## src/rtl/alu_arbiter.sv

```systemverilog
// alu_arbiter: two-port round-robin issue stage with an optional lock, sharing one ALU
module alu_arbiter #(
  parameter int DATA_W = 16,
  parameter logic [3:0] IDLE_OP = 4'hF,
  parameter int LOCK_TIMEOUT = 8
) (
  input  logic clk,
  input  logic rst_n,
  input  logic req0_valid,
  input  logic req1_valid,
  output logic req0_ready,
  output logic req1_ready,
  input  logic [3:0] req0_op,
  input  logic [3:0] req1_op,
  input  logic [DATA_W-1:0] req0_a,
  input  logic [DATA_W-1:0] req1_a,
  input  logic [DATA_W-1:0] req0_b,
  input  logic [DATA_W-1:0] req1_b,
  input  logic req0_lock,
  input  logic req1_lock,
  output logic rsp0_valid,
  output logic rsp1_valid,
  output logic [DATA_W-1:0] rsp0_data,
  output logic [DATA_W-1:0] rsp1_data,
  output logic [2:0] rsp_flags,
  output logic [3:0] alu_opcode,
  output logic [DATA_W-1:0] alu_in1,
  output logic [DATA_W-1:0] alu_in2,
  input  logic [DATA_W-1:0] alu_result,
  input  logic [2:0] alu_flags,
  output logic [1:0] lock_owner
);
  logic lg, id, issue_v, g0, g1, acc, lk, own_v, expire;
  logic [7:0] tcnt, tcnt_nxt;
  logic [1:0] lock_nxt;
  assign g0 = rst_n && req0_valid && (lock_owner == 2'b01 || (lock_owner == 2'b00 && (!req1_valid || lg)));
  assign g1 = rst_n && req1_valid && (lock_owner == 2'b10 || (lock_owner == 2'b00 && (!req0_valid || !lg)));
  assign acc = g0 | g1;
  assign req0_ready = g0;
  assign req1_ready = g1;
  assign rsp_flags = alu_flags;
  always_comb begin
    lk = g1 ? req1_lock : req0_lock;
    own_v = lock_owner[1] ? req1_valid : req0_valid;
    expire = lock_owner != 2'b00 && !own_v && tcnt == 8'(LOCK_TIMEOUT - 1);
    lock_nxt = acc ? (lk ? {g1, g0} : 2'b00) : expire ? 2'b00 : lock_owner;
    tcnt_nxt = (lock_owner == 2'b00 || own_v || expire) ? 8'd0 : tcnt + 8'd1;
  end
  always_ff @(posedge clk or negedge rst_n)
    if (!rst_n) begin
      lg <= 1'b1;
      lock_owner <= 2'b00;
      tcnt <= 8'd0;
      alu_opcode <= IDLE_OP;
      alu_in1 <= '0;
      alu_in2 <= '0;
      id <= 1'b0;
      issue_v <= 1'b0;
      rsp0_valid <= 1'b0;
      rsp1_valid <= 1'b0;
      rsp0_data <= '0;
      rsp1_data <= '0;
    end else begin
      lg <= acc ? g1 : lg;
      lock_owner <= lock_nxt;
      tcnt <= tcnt_nxt;
      alu_opcode <= acc ? (g1 ? req1_op : req0_op) : IDLE_OP;
      alu_in1 <= acc ? (g1 ? req1_a : req0_a) : '0;
      alu_in2 <= acc ? (g1 ? req1_b : req0_b) : '0;
      id <= acc ? g1 : id;
      issue_v <= acc;
      rsp0_valid <= issue_v && !id;
      rsp1_valid <= issue_v && id;
      rsp0_data <= (issue_v && !id) ? alu_result : rsp0_data;
      rsp1_data <= (issue_v && id) ? alu_result : rsp1_data;
    end
endmodule

```

## config.mk

```make
export PLATFORM = sky130hd
export DESIGN_NAME = alu_arbiter
export DESIGN_NICKNAME = d
export VERILOG_FILES = /design/src/rtl/alu_arbiter.sv
export SDC_FILE = /design/constraint.sdc
export NUM_CORES = 1
export LEC_CHECK = 0
export ABC_AREA = 0
export ABC_CLOCK_PERIOD_IN_PS = 2700
export BUFFER_PORTS_ARGS = -buffer_cell sky130_fd_sc_hd__buf_2
export CAP_MARGIN = 10
export CORE_ASPECT_RATIO = 0.9
export CORE_MARGIN = 2
export CORE_UTILIZATION = 49
export DETAILED_ROUTE_END_ITERATION = 10
export GPL_TIMING_DRIVEN = 0
export PLACE_DENSITY_LB_ADDON = 0.15
export SYNTH_ARGS = -nofsm -noshare
export SYNTH_HDL_FRONTEND = slang
export SYNTH_SLANG_ARGS = --single-unit
```

## constraint.sdc

```tcl
create_clock -name clk -period 2.7 [get_ports clk]
set_input_delay 0.54 -clock clk [delete_from_list [all_inputs] [get_ports clk]]
set_output_delay 0.54 -clock clk [all_outputs]
set_load 0.01 [all_outputs]
```

==> results of run 1 <==
[sequential cells by signal (all words and copies together), names as in the netlist]
name / count
tcnt: 8
issue_v: 1
rsp1_valid: 1
rsp0_valid: 1
lg: 1
rsp0_data: 16
lock_owner: 2
rsp1_data: 16
id: 1
alu_in1: 16
alu_opcode: 4
alu_in2: 16
[final cells by class]
cell class                 count  area (µm²)
sequential                    83        2083
fill                         543        2036
multi-input combinational    190        1230
timing repair buffer         172       909.6
clock buffer                  10       137.6
tap                           90       112.6
buffer                        25       106.4
clock inverter                 6       65.06
inverter                       3       11.26
[layer usage]
layer	global-route usage	vias to the layer above	wire length, µm
li1	-	1446	-
met1	0.3019	1460	3817
met2	0.3870	134	4627
met3	0.04900	15	566
met4	0.09091	0	175
met5	0	-	0
[power by group through the flow]
| stage | Clock (mW) | Combinational (mW) | Sequential [mW] |
|---|---|---|---|
| 6_report | 0.906 | 1.45 | 1.81 |
| 4_1_cts | 0.917 | 1.45 | 1.81 |
| 3_3_place_gp | 0 | 1.41 | 1.80 |
| 3_5_place_dp | 0 | 1.45 | 1.84 |
| 2_1_floorplan | 0 | 0.633 | 1.99 |
| 5_1_grt | 0.980 | 1.57 | 1.85 |
[critical path: stages]
cell,delay (ns)
sky130_fd_sc_hd__buf_6,0.27
sky130_fd_sc_hd__buf_16,0.23
sky130_fd_sc_hd__nand3b_1,0.14
sky130_fd_sc_hd__clkbuf_1,0.24
sky130_fd_sc_hd__nor2_1,0.26
sky130_fd_sc_hd__buf_2,0.19
[what timing repair did]
action	in CTS	in global routing
gates resized for setup	0	1
setup buffers	0	0
hold endpoints to repair	0	0
endpoints found under the setup margin	0	1
[final timing paths]
kind	startpoint	to	slack [ns]	depth (start not counted)
setup / recovery	rst_n	req1_ready	0.26	6
hold / removal	rst_n	rsp1_data[3]$_DFFE_PN0P_	0.07	1
setup reg to reg	lg$_DFFE_PN1P_	alu_in2[14]$_DFF_PN0_	0.80	5
hold reg to reg	tcnt[0]$_DFF_PN0_	tcnt[0]$_DFF_PN0_	0.50	1
max in group asynchronous	rst_n	lg$_DFFE_PN1P_	2.09	2
min in group clk	req1_b[5]	alu_in2[5]$_DFF_PN0_	0.43	3
[kinds of logic after synthesis]
kind of cell / Yosys count / share of synthesized area
DFF: 83 / 0.6072
and+or+nand+nor: 73 / 0.1163
AOI/OAI and AO/OA: 81 / 0.1258
muxes: 32 / 0.1050
buffers and inverters: 28 / 0.03428
xor gates and xnor gates: 3 / 0.007660
adders and majority gates: 1 / 0.003646
[through the flow]
stage / total power, mW / utilization / hold WS [ns]
after CTS: 4.181 / 0.6915 / 0.1263
final: 4.163 / 0.6958 / 0.06738
after detailed placement: 3.287 / 0.6612 / 0.4796
after global routing: 4.403 / 0.6958 / 0.07370
after global placement: 3.209 / 0.6567 / 0.4585
after floorplan: 2.627 / - / 0.2444
[cells in the final DEF, fill, tap and decap left out, drive strengths merged, types with 3 or more instances in the layout]
master,n
dfrtp,78
mux2,32
inv,3
o21ai,42
clkbuf,31
nand3b,3
a21oi,32
clkinv,4
nor2,4
nand3,43
or3,4
dfstp,5
buf,176
a211oi,3
nand2,3
==> PnR_summary.wiki, run 1 <==
{| class="wikitable"
! Metric !! Value
|-
| Run status || complete, no violations
|-
| Number of antenna repair diodes || 0
|-
| GR Overflow Total || 0
|-
| FMAX || between 400 and 500 MHz
|-
| Pre-CTS setup slack || between 0.01 and 0.015 ns
|-
| Psw || about 1.4 mW
|-
| Kind of start point of the critical path || input pin
|-
| Final cycle utilization of the critical path || 0.9029
|-
| Part of the Yosys area used for sequential elements || 0.6072
|-
| Final non-filler cell area || ~4700 µm²
|-
| DRC violation count after routing || 0
|-
| Leakage power || between 2 and 2.5 nW
|-
| Start-to-end type of the worst setup path || in2out
|-
| H-Tree Level Count || 3
|-
| Share of total power consumed by net switching || 0.3423
|-
| Required time of the worst setup path || approximately 2.2 ns
|-
| Die area || roughly 7700 µm²
|-
| Clock sink count || 83
|-
| Number of global-route vias before repair || ~3,000
|-
| TritonCTS clock tree || yes
|-
| Buffer depth of the longest clock path || 2
|-
| Cell types with the largest area share after synthesis || sky130_fd_sc_hd__dfrtp_1, sky130_fd_sc_hd__mux2_2, sky130_fd_sc_hd__nand3_1, sky130_fd_sc_hd__o21ai_0, sky130_fd_sc_hd__a21oi_1
|-
| Die X || approximately 90 µm
|-
| Detailed-route vias per instance || roughly 5.3
|-
| Largest net degree at the start of global routing || 59
|-
| Cell total after placement || 562
|-
| CTS clock-pin slew for the worst setup and hold paths || approximately 0.090 ns
|-
| Slew of the pin with the lowest slew margin || 0.9874 ns
|-
| Number of buffers inserted for hold repair after clock tree synthesis || 0
|-
| Async S/R FF share, synth || 1.000
|-
| Placed inst area || around 4400 µm²
|-
| Number of warnings issued by yosys || 0
|-
| Number of I/O port buffers || between 150 and 200
|-
| Most frequent cells after synthesis || sky130_fd_sc_hd__dfrtp_1, sky130_fd_sc_hd__nand3_1, sky130_fd_sc_hd__o21ai_0
|-
| Wire length of the first global-routing pass || approximately 14 mm
|-
| Post-layout worst setup margin || around 0.26 ns
|-
| Vias || slightly above 3,000
|-
| TritonCTS Buffers || 9
|-
| Overall fraction of global-route tracks in use || 0.2336
|-
| Clock share of power || 0.218
|-
| Core outline area || approximately 6700 µm²
|-
| Final cell count without fillers || ~580
|-
| Total negative slack for setup checks || 0 ns
|-
| Unrepaired setup endpoints after global routing || no
|-
| Average footprint of a synthesized cell || around 11 µm²
|-
| Part of the power in registers || 0.435
|-
| Die span in y || 83.38 µm
|-
| VDD IR-drop max || 0.4931 mV
|-
| Initial antenna violation count || 0
|-
| Routability-driven placement congestion ratio || between 0.8 and 0.9
|-
| Time the worst path needs with I/O delays and setup || 2.438 ns
|-
| Fin nets || slightly below 600
|-
| Final hold vios || 0
|-
| Highest fanout seen on the critical path || 31
|-
| Critical path data arrival time || between 1.5 and 2 ns
|-
| Main flop type after synthesis || sky130_fd_sc_hd__dfrtp_1
|-
| Detail Placement HPWL || 6.662 mm
|-
| Number of nets with antenna violations after routing || 0
|-
| Type of destination of the critical path || primary output
|-
| Syn Std Cell Area || between 3000 and 4000 µm²
|-
| Final setup violation count || 0
|-
| Worst clock skew on the final layout || between 0.01 and 0.015 ns
|-
| Portion of synthesized cell area occupied by the leading cell type || 0.5689
|-
| Starting utilization of the core area || 0.5127
|-
| Clk_lat worst skew || 0.34 ns
|-
| Top-Level Pins || between 150 and 200
|-
| Pins over their slew limit || 0
|-
| Type of the most critical hold path || in2async
|-
| Number of design-rule violations left by the first detailed-router iteration || 139
|-
| Most frequently used cell type in the post-synthesis netlist || sky130_fd_sc_hd__dfrtp_1
|-
| Number of standard cells after synthesis || roughly 300
|-
| Routed wire length || between 9 and 10 mm
|-
| Power Density || about 900 nW/µm²
|-
| Fraction of layout instances using a drive strength above 1 || 0.4703
|-
| Syn nets || 399
|-
| P&R area growth vs syn || 35.70%
|-
| Logic pwr share || 0.347
|-
| Cell accounting for the most synthesized area || sky130_fd_sc_hd__dfrtp_1
|-
| Number of max-capacitance violations reported || 0
|-
| Cell-internal power || around 2.7 mW
|-
| Num rows || 28
|-
| Wire length per cell after detailed routing || around 16 µm
|-
| Yosys cell types || 33
|-
| Master cell of the clock root buffer || sky130_fd_sc_hd__clkbuf_8
|-
| DR pass1 iterations || 4
|-
| Headroom to the max-slew limit || 0.3357
|-
| Seq cells post-synth || a little over 80
|-
| Number of synthesized flops with an enable pin || 0
|}
Note: power is estimated with default switching activity, not from simulation.
==> run 2: changes to the inputs <==
--- a/config.mk
+++ b/config.mk
@@ -9,7 +9,6 @@
 export ABC_CLOCK_PERIOD_IN_PS = 2700
 export BUFFER_PORTS_ARGS = -buffer_cell sky130_fd_sc_hd__buf_2
 export CAP_MARGIN = 10
-export CORE_ASPECT_RATIO = 0.9
 export CORE_MARGIN = 2
 export CORE_UTILIZATION = 49
 export DETAILED_ROUTE_END_ITERATION = 10
==> run 2 against run 1 <==
Compared with the run above: global-route usage down 0.76 points; largest power group unchanged; hold slack worse by 0.022 ns; combinational power about the same.
==> PnR_summary.wiki, run 2 (synthesis gave the netlist of run 1 again) <==
{| class="wikitable"
! Metric !! Value
|-
| Number of I/O port buffers || 170
|-
| P&R area growth vs syn || 36.29%
|-
| Routed wire length || a little under 9 mm
|-
| Wire length per cell after detailed routing || about 15 µm
|-
| Start-to-end type of the worst setup path || in2out
|-
| Fin nets || around 580
|-
| Clock sink count || between 80 and 90
|-
| H-Tree Level Count || 3
|-
| Buffer depth of the longest clock path || 2
|-
| DRC violation count after routing || 0
|-
| Commonest cells after routing, fill and taps aside || sky130_fd_sc_hd__buf_2, sky130_fd_sc_hd__dfrtp_1, sky130_fd_sc_hd__nand3_1
|-
| Share of total power consumed by net switching || 0.3309
|-
| Routability-driven placement congestion ratio || 0.8088
|-
| Delay of the slowest critical-path stage || ~0.29 ns
|-
| Final hold slack || 0.04515 ns
|-
| Most common cell after layout, fill and taps aside || sky130_fd_sc_hd__buf_2
|-
| Run status || complete, no violations
|-
| Required time of the worst setup path || between 2 and 2.5 ns
|-
| Cell total after placement || 568
|-
| Cell-internal power || between 2 and 3 mW
|-
| Final core occ || 0.6882
|-
| Number of antenna repair diodes || 0
|-
| Detail Placement HPWL || 6.397 mm
|-
| Power Density || between 800 and 900 nW/µm²
|-
| TritonCTS clock tree || yes
|-
| Logic pwr share || 0.340
|-
| Leakage power || roughly 2.3 nW
|-
| CTS clock-pin slew for the worst setup and hold paths || about 0.080 ns
|-
| Num rows || 30
|-
| Part of the power in registers || 0.430
|-
| Slew of the pin with the lowest slew margin || ~0.99 ns
|-
| DR pass1 iterations || 4
|-
| Vias || roughly 3,000
|-
| Worst clock skew on the final layout || 0.007772 ns
|-
| Number of filler instances in the final layout || between 500 and 600
|-
| Initial antenna violation count || 0
|-
| Final hold vios || 0
|-
| Pins over their slew limit || 0
|-
| Number of buffers inserted for hold repair after clock tree synthesis || 0
|-
| Top-Level Pins || between 150 and 200
|-
| Overall fraction of global-route tracks in use || 0.2261
|-
| Core outline area || around 6800 µm²
|-
| Die span in y || approximately 88 µm
|-
| Fraction of layout instances using a drive strength above 1 || 0.4693
|-
| Unrepaired setup endpoints after global routing || no
|-
| Headroom to the max-slew limit || 0.3363
|-
| Time the worst path needs with I/O delays and setup || about 2.4 ns
|-
| Die area || a little under 8000 µm²
|-
| TritonCTS Buffers || 9
|-
| Master cell of the clock root buffer || sky130_fd_sc_hd__clkbuf_8
|-
| Starting utilization of the core area || 0.5050
|-
| Die X || a little under 90 µm
|-
| Highest fanout seen on the critical path || 33
|-
| Type of the most critical hold path || in2async
|-
| Wire length of the first global-routing pass || around 13 mm
|-
| Clock share of power || 0.230
|-
| Clk_lat worst skew || between 0.3 and 0.4 ns
|-
| Standard cell with the maximum stage delay on the critical path || sky130_fd_sc_hd__nor2_1
|-
| Final setup violation count || 0
|-
| Psw || around 1.4 mW
|-
| Number of max-capacitance violations reported || 0
|-
| Area occupied by multi-input gates || roughly 1200 µm²
|-
| Final cycle utilization of the critical path || 0.9056
|-
| Largest net degree at the start of global routing || 66
|-
| FMAX || 409.0 MHz
|-
| Number of global-route vias before repair || about 2,800
|-
| Post-layout worst setup margin || about 0.25 ns
|-
| Detailed-route vias per instance || 5.176
|-
| Pre-CTS setup slack || approximately 0.035 ns
|-
| CTS resizes || 0
|-
| Cell Chain, Critical Path || buf_6 > buf_16 > nand3b_1 > clkbuf_1 > nor2_1 > buf_2
|-
| Number of nets with antenna violations after routing || 0
|-
| Number of design-rule violations left by the first detailed-router iteration || 143
|-
| Kind of start point of the critical path || input pin
|-
| Final cell count without fillers || between 500 and 600
|-
| Type of destination of the critical path || primary output
|-
| Critical path data arrival time || between 1.5 and 2 ns
|-
| Register cell area after layout || ~2100 µm²
|-
| Buffer count from post-CTS setup fixing || 0
|-
| GR Overflow Total || 0
|-
| VDD IR-drop max || approximately 0.5 mV
|}
run 2: changes by cell type in the layout (fill, tap and decap cells not counted), sizes merged:
cell      previous run  this run
clkbuf              31        30
bufinv               1         2
clkinvlp             1         0
run 2: through the flow:
stage	setup TNS, ns	instance area, µm²	total power [mW]
floorplan	0	3431	2.627
global placement	-24.68	4402	3.210
detailed placement	0	4432	3.262
CTS	0	4647	4.218
global route	0	4676	4.460
finish	0	4676	4.190
run 2: final timing paths:
check,cells past startpoint,endpoint,slack [ns],from
worst max-delay path,6,req1_ready,0.25,rst_n
worst min-delay path,1,alu_in2[1]$_DFF_PN0_,0.05,rst_n
worst max register to register,3,tcnt[3]$_DFF_PN0_,0.83,tcnt[3]$_DFF_PN0_
worst min register to register,1,tcnt[0]$_DFF_PN0_,0.48,tcnt[0]$_DFF_PN0_
max in group asynchronous,2,lg$_DFFE_PN1P_,2.14,rst_n
min in group clk,2,lock_owner[0]$_DFFE_PN0P_,0.42,req0_lock
run 2: per-layer routing:
metal	share of wire	wire [µm]	GRT usage	vias to the layer above
met1	0.43	3762	0.3109	1447
met4	0.015	131	0.07972	0
met5	0	0	0	-
met3	0.060	524	0.04241	11
met2	0.49	4331	0.3616	119
li1	-	-	-	1446
run 2: critical path: cells and delay by family:
family,cells,cell delay (ns)
buf+inv,4,0.89
simple gates,2,0.44
run 2: final cells by class:
type	instances	share of cell area
sequential	83	0.4455
inverter	3	0.002408
tap	96	0.02569
multi-input combinational	190	0.2630
timing repair buffer	172	0.1945
buffer	25	0.02275
clock buffer	9	0.02649
clock inverter	6	0.01953
run 2: power groups by stage:
stage                     logic (mW)  clock network [mW]  registers [mW]
final                           1.43               0.962            1.80
after global placement          1.40                   0            1.81
after CTS                       1.44               0.977            1.80
after floorplan                0.633                   0            1.99
after detailed placement        1.43                   0            1.83
after global routing            1.58                1.03            1.85
